## config.mk

```make
export PLATFORM = sky130hd
export DESIGN_NAME = hack_alu_stage
export DESIGN_NICKNAME = d
export VERILOG_FILES = /design/src/rtl/hack_pkg.sv /design/src/rtl/And16.sv /design/src/rtl/hack_alu_core.sv /design/src/rtl/hack_alu_stage.sv
export SDC_FILE = /design/constraint.sdc
export NUM_CORES = 1
export LEC_CHECK = 0
export ABC_AREA = 1
export CAP_MARGIN = 20
export CORE_UTILIZATION = 44
export CTS_CLUSTER_DIAMETER = 100
export DETAILED_ROUTE_END_ITERATION = 12
export GPL_TIMING_DRIVEN = 0
export HOLD_SLACK_MARGIN = 0.15
export PLACE_DENSITY = 0.71
export SYNTH_ARGS = -nofsm -noshare
export SYNTH_HDL_FRONTEND = slang
export SYNTH_SLANG_ARGS = --single-unit
```

## constraint.sdc

```tcl
create_clock -name clk -period 2 [get_ports clk]
set_clock_uncertainty 0.05 [all_clocks]
set_input_delay 0.6 -clock clk [delete_from_list [all_inputs] [get_ports clk]]
set_output_delay 0.6 -clock clk [all_outputs]
set_load 0.02 [all_outputs]
```

## src/rtl/hack_pkg.sv

```systemverilog
`default_nettype none
// ============================================================================
// Module : hack_pkg
// Purpose: Shared constants for the Hack ALU pipeline stage: datapath width
//          and the bit positions of the {zx,nx,zy,ny,f,no} control word.
// Ports  : none (package)
// Rev    : 1.0  initial release
// ============================================================================
package hack_pkg;

  localparam int WIDTH = 16;

  // Bit positions inside the 6-bit ctrl word.
  localparam int ZX = 5;
  localparam int NX = 4;
  localparam int ZY = 3;
  localparam int NY = 2;
  localparam int F  = 1;
  localparam int NO = 0;

endpackage : hack_pkg
`default_nettype wire

```

## src/rtl/And16.sv

```systemverilog
`default_nettype none
// ============================================================================
// Module : And16
// Purpose: 16-bit bitwise AND gate, the Hack building block used on the
//          f=0 path of the ALU.
// Ports  : i_a, i_b - 16-bit operands
//          o_y      - i_a & i_b
// Rev    : 1.0  initial release
// ============================================================================
module And16 (
  input  logic [15:0] i_a,
  input  logic [15:0] i_b,
  output logic [15:0] o_y
);

  assign o_y = i_a & i_b;

endmodule : And16
`default_nettype wire

```

## src/rtl/hack_alu_core.sv

```systemverilog
`default_nettype none
// ============================================================================
// Module : hack_alu_core
// Purpose: Combinational Hack ALU datapath, split into two halves so the
//          pipeline can register between them:
//            - operand preprocessing (zx/nx on a, zy/ny on b)
//            - function + output negation + flags (f/no on x', y')
// Ports  : i_a, i_b          - raw operands
//          i_zx,i_nx,i_zy,i_ny - preprocessing controls
//          o_x, o_y          - preprocessed operands x', y'
//          i_x, i_y          - registered preprocessed operands
//          i_f, i_no         - function select / output negate
//          o_out, o_zr, o_ng - result and its zero / negative flags
// Rev    : 1.0  initial release
// ============================================================================
module hack_alu_core
  import hack_pkg::*;
#(
  parameter int WIDTH = hack_pkg::WIDTH
) (
  input  logic [WIDTH-1:0] i_a,
  input  logic [WIDTH-1:0] i_b,
  input  logic             i_zx,
  input  logic             i_nx,
  input  logic             i_zy,
  input  logic             i_ny,
  output logic [WIDTH-1:0] o_x,
  output logic [WIDTH-1:0] o_y,
  input  logic [WIDTH-1:0] i_x,
  input  logic [WIDTH-1:0] i_y,
  input  logic             i_f,
  input  logic             i_no,
  output logic [WIDTH-1:0] o_out,
  output logic             o_zr,
  output logic             o_ng
);

  logic [WIDTH-1:0] w_xz;
  logic [WIDTH-1:0] w_yz;
  logic [WIDTH-1:0] w_and;
  logic [WIDTH-1:0] w_sum;
  logic [WIDTH-1:0] w_r;

  // Preprocessing: zero first, then negate.
  assign w_xz = i_zx ? '0 : i_a;
  assign w_yz = i_zy ? '0 : i_b;
  assign o_x  = i_nx ? ~w_xz : w_xz;
  assign o_y  = i_ny ? ~w_yz : w_yz;

  And16 u_and16 (
    .i_a (i_x),
    .i_b (i_y),
    .o_y (w_and)
  );

  // Carry-out is dropped; the sum wraps modulo 2^WIDTH.
  assign w_sum = i_x + i_y;
  assign w_r   = i_f ? w_sum : w_and;
  assign o_out = i_no ? ~w_r : w_r;
  assign o_zr  = (o_out == '0);
  assign o_ng  = o_out[WIDTH-1];

endmodule : hack_alu_core
`default_nettype wire

```

## src/rtl/hack_alu_stage.sv

```systemverilog
`default_nettype none
// ============================================================================
// Module : hack_alu_stage
// Purpose: Two-register valid/ready pipeline around the Hack ALU.
//          S1 holds preprocessed operands and {f,no}; S2 holds the result
//          and flags. Latency 2, one bundle per cycle when not stalled.
// Ports  : clk, reset           - clock, synchronous active-high reset
//          in_valid / in_ready  - upstream handshake
//          a, b, ctrl           - operands x, y and {zx,nx,zy,ny,f,no}
//          out_valid / out_ready- downstream handshake
//          out, zr, ng          - result, (out==0), out[15]
// Rev    : 1.0  initial release
// ============================================================================
module hack_alu_stage
  import hack_pkg::*;
#(
  parameter int WIDTH = hack_pkg::WIDTH
) (
  input  logic             clk,
  input  logic             reset,
  input  logic             in_valid,
  output logic             in_ready,
  input  logic [WIDTH-1:0] a,
  input  logic [WIDTH-1:0] b,
  input  logic [5:0]       ctrl,
  output logic             out_valid,
  input  logic             out_ready,
  output logic [WIDTH-1:0] out,
  output logic             zr,
  output logic             ng
);

  logic             r_s1_valid;
  logic [WIDTH-1:0] r_x;
  logic [WIDTH-1:0] r_y;
  logic             r_f;
  logic             r_no;

  logic             r_s2_valid;
  logic [WIDTH-1:0] r_out;
  logic             r_zr;
  logic             r_ng;

  logic [WIDTH-1:0] w_x;
  logic [WIDTH-1:0] w_y;
  logic [WIDTH-1:0] w_out;
  logic             w_zr;
  logic             w_ng;
  logic             w_in_ready;
  logic             w_accept;
  logic             w_advance;

  hack_alu_core #(
    .WIDTH (WIDTH)
  ) u_core (
    .i_a   (a),
    .i_b   (b),
    .i_zx  (ctrl[ZX]),
    .i_nx  (ctrl[NX]),
    .i_zy  (ctrl[ZY]),
    .i_ny  (ctrl[NY]),
    .o_x   (w_x),
    .o_y   (w_y),
    .i_x   (r_x),
    .i_y   (r_y),
    .i_f   (r_f),
    .i_no  (r_no),
    .o_out (w_out),
    .o_zr  (w_zr),
    .o_ng  (w_ng)
  );

  // Room exists if either stage is empty, or S2 drains this cycle (which
  // lets S1 move forward and frees S1 for the incoming bundle).
  assign w_in_ready = !r_s1_valid || !r_s2_valid || out_ready;
  assign w_accept   = in_valid && w_in_ready;
  assign w_advance  = r_s1_valid && (!r_s2_valid || out_ready);

  // Stage 1: operands. Load on accept, else empty when contents move on.
  always_ff @(posedge clk) begin
    if (reset) begin
      r_s1_valid <= 1'b0;
      r_x        <= '0;
      r_y        <= '0;
      r_f        <= 1'b0;
      r_no       <= 1'b0;
    end else if (w_accept) begin
      r_s1_valid <= 1'b1;
      r_x        <= w_x;
      r_y        <= w_y;
      r_f        <= ctrl[F];
      r_no       <= ctrl[NO];
    end else if (w_advance) begin
      r_s1_valid <= 1'b0;
    end
  end

  // Stage 2: result. Data only changes on advance, so out/zr/ng stay
  // consistent with each other and frozen while stalled.
  always_ff @(posedge clk) begin
    if (reset) begin
      r_s2_valid <= 1'b0;
      r_out      <= '0;
      r_zr       <= 1'b1;
      r_ng       <= 1'b0;
    end else if (w_advance) begin
      r_s2_valid <= 1'b1;
      r_out      <= w_out;
      r_zr       <= w_zr;
      r_ng       <= w_ng;
    end else if (out_ready) begin
      r_s2_valid <= 1'b0;
    end
  end

  assign in_ready  = w_in_ready;
  assign out_valid = r_s2_valid;
  assign out       = r_out;
  assign zr        = r_zr;
  assign ng        = r_ng;

endmodule : hack_alu_stage
`default_nettype wire

```

### After elaboration in Yosys (flattened, before gate mapping)

Index checks and enable logic that the tools add are counted.

* register bits after elaboration: 54
* word-level logic and storage cells: 34

* $add $sub $neg: 1
* mux-type cells: 10
* bitwise gates (word level): 4
* reduce and logical (&&, ||, !) cells: 10

Operator list (count)
* $mux 16: 6
* $not 16->16: 3
* $add 16x16->16: 1
* $and 16x16->16: 1
* $logic_not 16->1: 1
* $mux 1: 4
* $reduce_bool 2->1: 2
* $logic_or 1x1->1: 3
* $logic_and 1x1->1: 2
* $logic_not 1->1: 2

### Depth between registers and ports, before layout

Gate-level depths: netlist of the first run.

* depth after elaboration: 5
* mapped depth: 16
* depth with buffers taken out: 16

### By module

From an unflattened synthesis of the first run, not the netlist that was laid out.

* cells, all modules: 765
* area, all modules: 4519.3 um^2

By module, submodules not included
* hack_alu_stage: times used 1, cells each 328, area an instance 2339.7 um^2, seq. area each 1081.0 um^2
* hack_alu_core: times used 1, cells each 405, area an instance 2059.5 um^2, seq. area each 0.0 um^2
* And16: times used 1, cells each 32, area an instance 120.1 um^2, seq. area each 0.0 um^2

### Least setup slack after synthesis of the first run

Ideal clock, no wire load.

* kind: register -> register
* start point: reg r_x[0]
* end point: reg r_zr, in the netlist zr
* arrival: 1.957 ns
* required time: 1.891 ns
* setup slack: -0.065 ns
* cell stages (with the launch flop): 15
* path buffers: 0
* period minus slack after synthesis: 2.065 ns
* cells stage by stage: dfxtp_1 > ha_1 > fa_1 > or2_2 > nand3_1 > o21ai_0 > nand2_1 > nand2_1 > nor2_1 > nand3_1 > nor2_1 > nand3_1 > nor2_1 > nand3_1 > nand2_1

* word-level cells in the longest chain between the ends: 5

Ends and longest elaborated chain
* from (decl): line hack_alu_stage.sv:34 `logic [WIDTH-1:0] r_x;`
* from (signal assigned): line hack_alu_stage.sv:89 `r_x <= w_x;`
* $add 16x16->16 or $and 16x16->16 (tied branches): line hack_alu_core.sv:57, And16.sv:16
* $mux 16 (*): line hack_alu_core.sv:58 `assign w_r = i_f ? w_sum : w_and;`
* $not 16->16: line hack_alu_core.sv:59 `assign o_out = i_no ? ~w_r : w_r;`
* $mux 16 (*): line hack_alu_core.sv:59
* $logic_not 16->1 (*): line hack_alu_core.sv:60 `assign o_zr = (o_out == '0);`
* to (signal assigned): line hack_alu_stage.sv:109 `r_zr <= w_zr;`
* to (decl): line hack_alu_stage.sv:41 `logic r_zr;`

Mark *: on every way between the ends. The rest lies on a longest branch, timed or not.
A chain may end at the register's enable or synchronous reset.

### Worst setup path after layout of the first run

* start point: reg r_y[0]
* end point: reg r_zr, in the netlist zr

* word-level cells in the longest chain between the ends: 5

Ends and longest elaborated chain
* from (decl): line hack_alu_stage.sv:35 `logic [WIDTH-1:0] r_y;`
* from (signal assigned): line hack_alu_stage.sv:90 `r_y <= w_y;`
* $add 16x16->16 or $and 16x16->16 (tied branches): line hack_alu_core.sv:57, And16.sv:16
* $mux 16 (*): line hack_alu_core.sv:58
* $not 16->16: line hack_alu_core.sv:59
* $mux 16 (*): line hack_alu_core.sv:59
* $logic_not 16->1 (*): line hack_alu_core.sv:60

Marked as above.

==> key figures, run 1 <==
STA
  • Fin Hold WS: 0.444 ns
  • Slew HR: 64.6%
  • Finish-stage setup viols: 2
  • Final period util: 106%
  • Least-Margin Pin Slew: 0.531 ns
  • Highest clock rate: 471 MHz
  • Fin crit period: 2.12 ns
  • Slew Viols, Final: 0
  • Final hold violations: 0
  • Unrepaired setup endpoints after global routing: true
  • Final WS setup: -0.122 ns

Global routing
  • Global route overflow: 0
  • Vias in the first global route: 3689
  • Largest net degree at the start of global routing: 18
  • First-pass GRT wire length: 16600 um
  • Number of antenna violations at the first check in global routing: 0
  • Total track usage: 23.7%

Floorplanning
  • Boundary Pins: 62
  • Chip width: 94.1 um
  • Die Y: 94.1 um
  • Initial Util: 45.4%
  • Rows: 33
  • DIE AREA: 8850 um^2
  • CORE AREA: 8220 um^2

Run status
  • Failing checks: setup timing
  • Status: finished, violations left

Critical path
  • Slowest CP cell: fa_2
  • R2R cell count: 14
  • CP peak stage delay: 0.40 ns
  • Crit-path leading delay family: simple AND/OR/NAND/NOR gates
  • Req. time, crit path: 2.22 ns
  • Worst Setup Path Type: reg2reg
  • Bufs and invs on worst path: 0
  • Crit path DAT: 2.34 ns
  • Crit path launch: r_y[0]
  • Worst Path Max Fanout: 3
  • Reg2Reg Capture Point: zr
  • Worst Setup End Kind: register
  • Type of origin of the critical path: register
  • CP cell instances: ha_4, fa_2, or2_4, nand3_2, o21ai_1, nand2_1, nand2_1, nor2_1, nand3_1, nor2_1, nand3_1, nor2_1, nand3_1, nand2_1
  • R2R Path Start: r_y[0]
  • R2r setup slk: -0.12 ns

Clocking
  • CTS tree: built
  • Sink Count: 53
  • CTS buffer count: 5
  • Clock slew at reported path FFs: 0.11 ns
  • H-tree Lvls: 2
  • Worst-Skew Late Latency: 0.32 ns
  • CTS max path bufs: 2
  • Clock Tree Root: clkbuf_8

Detailed routing
  • Iteration-0 DRC Markers: 248
  • Drt via density: 5.20
  • Final wirelength: 10200 um
  • Routed len/inst: 13.2 um
  • Pre-antenna DRT Iters: 6
  • DR DRC count: 0
  • Via count of the routed design: 4039
  • ANT nets after route: 0

Final layout
  • Cell Count, Final, Fillers Out: 777
  • Nets: 730
  • Ant. Diodes: 0
  • Layout Area Growth over Synthesis: 35.7%
  • Fraction of layout cells with a size suffix above 1: 20.1%
  • Fillers: 763

Power
  • Power consumption: 2.94 mW
  • Static Leak: 2.42 nW
  • P per Cell Area: 580 nW/um^2
  • VDD IR max: 0.310 mV

Yosys
  • Netlist cell types: 25
  • Mapped Cells: 594
  • Post-synth top flop: dfxtp_1
  • Synthesized Nets: 653
  • Flops & latches, synth: 53
  • EDFF count, synth: 0
  • Post-synthesis cell area: 3730 um^2
  • Sequential share of the synthesized area: 28.4%
  • Yosys Warn Count: 0
  • Synthesized area per cell: 6.28 um^2
  • Synth async-reset ratio: 0%

Hold path
  • HP Class: reg2reg
  • Min-Delay Endpoint: zr
  • Hold Path Depth: 2
  • Hold path start: zr

Placed design
  • Gpl congestion: 0.910
  • Input/output buffers: 58
  • Final HPWL DP: 7550 um
  • Dpl cells: 757

Job
  • Max-cap viol count: 0
power by group:
| part | internal, mW | switching (mW) | leakage (nW) |
|---|---|---|---|
| clock network | 0.288 | 0.387 | 0.0518 |
| registers | 1.14 | 0.0721 | 0.443 |
| logic | 0.457 | 0.587 | 1.93 |
registers in the layout (all words and copies together), names as in the netlist:
register / flops
out_valid: 1
r_x: 16
out: 16
r_s1_valid: 1
r_no: 1
r_f: 1
r_y: 16
zr: 1
metrics by stage:
step           setup TNS [ns]  area [um^2]  setup WS [ns]  utilization, %
6_report               -0.134         5060         -0.122            61.6
5_1_grt                -0.614         5060         -0.296            61.6
4_1_cts                -0.118         4740         -0.107            57.7
3_5_place_dp           -20.70         4450         -0.540            54.1
3_3_place_gp           -20.32         4450         -0.528            54.1
2_1_floorplan               0         3740         0.0198               -
cells in the mapped netlist, types with 2 or more instances:
cell type	count	area share (%)
a21oi_1	47	6.3
and2_1	2	0.34
buf_1	2	0.20
buf_2	8	1.1
clkbuf_1	17	1.7
clkinv_1	2	0.20
dfxtp_1	53	28
ha_1	16	5.4
inv_1	65	6.5
nand2_1	180	18
nand2_2	4	0.67
nand3_1	71	9.5
nand4_1	2	0.34
nor2_1	26	2.6
o211ai_1	12	2.4
o21ai_0	41	5.5
or2_2	4	0.67
xor2_1	35	8.2
area by class of cell:
type	instances	area (um^2)	share of cell area (%)
Buffer	29	144	2.84
Clock buffer	6	82.6	1.63
Timing Repair Buffer	70	674	13.3
Multi-Input combinational cell	444	2680	53.0
Clock inverter	2	17.5	0.346
Sequential cell	53	1080	21.3
Tap cell	105	131	2.60
Inverter	68	255	5.04
worst max-delay path by stage:
stage	end	slack (ns)	depth (start not counted)
6_report	zr	-0.12	14
5_1_grt	zr	-0.30	14
4_1_cts	zr	-0.11	13
3_5_place_dp	in_ready	-0.54	6
3_3_place_gp	in_ready	-0.53	6
2_1_floorplan	zr	0.02	13
timing repair:
item | in CTS | in global routing
pin swaps | 12 | 19
hold buffers | 0 | 0
setup endpoints to repair | 43 | 23
buffers inserted | 12 | 3
resized for setup | 42 | 82
layer usage:
layer / up-vias / part of all wire [%] / track usage, %
li1: 2053 / - / -
met1: 1808 / 45 / 29.1
met2: 154 / 48 / 42.1
met3: 24 / 5.4 / 3.64
met4: 0 / 2.2 / 7.56
met5: - / 0 / 0
tightest hold or removal path: stages, from the launching register on:
cell	delay (ns)
dfxtp_1	0.35
a21oi_1	0.07
nand2_1	0.06
cell families (layout without fill, tap and decap cells):
family | Yosys count | in the layout | share of synthesized area, %
AND/OR/NAND/NOR | 291 | 291 | 32.6
AO/OA/AOI/OAI | 101 | 101 | 14.4
buffers and inverters | 97 | 175 | 10.4
flip-flops | 53 | 53 | 28.4
XOR/XNOR | 35 | 35 | 8.22
adder cells (fa/ha/maj) | 17 | 17 | 5.90
placed cells by master (no fill, tap or decap), types with 3 or more instances in the layout:
cell | synthesis | final
buf_2 | 8 | 9
a21oi_1 | 47 | 42
buf_4 | 1 | 13
dfxtp_2 | 0 | 12
o21ai_0 | 41 | 40
or2_2 | 4 | 3
dfxtp_1 | 53 | 41
nand3_1 | 71 | 55
inv_1 | 65 | 65
nand2_1 | 180 | 146
nor2_2 | 1 | 5
ha_4 | 0 | 12
nand2_2 | 4 | 34
clkbuf_8 | 1 | 7
clkbuf_2 | 0 | 5
o211ai_1 | 12 | 12
nor2_1 | 26 | 20
a21oi_2 | 0 | 5
clkdlybuf4s50_1 | 0 | 53
ha_1 | 16 | 4
xor2_1 | 35 | 34
nand3_2 | 0 | 15
nand2_4 | 0 | 4
clkbuf_1 | 17 | 11
Note: power is estimated with default switching activity, not from simulation.
==> run 2: changes to the inputs <==
--- a/config.mk
+++ b/config.mk
@@ -7,6 +7,7 @@
 export LEC_CHECK = 0
 export ABC_AREA = 1
 export CAP_MARGIN = 20
+export CORE_MARGIN = 1
 export CORE_UTILIZATION = 44
 export CTS_CLUSTER_DIAMETER = 100
 export DETAILED_ROUTE_END_ITERATION = 12
==> results of run 2 <==
No change in the layout: final DEF, timing and power equal those of run 1.
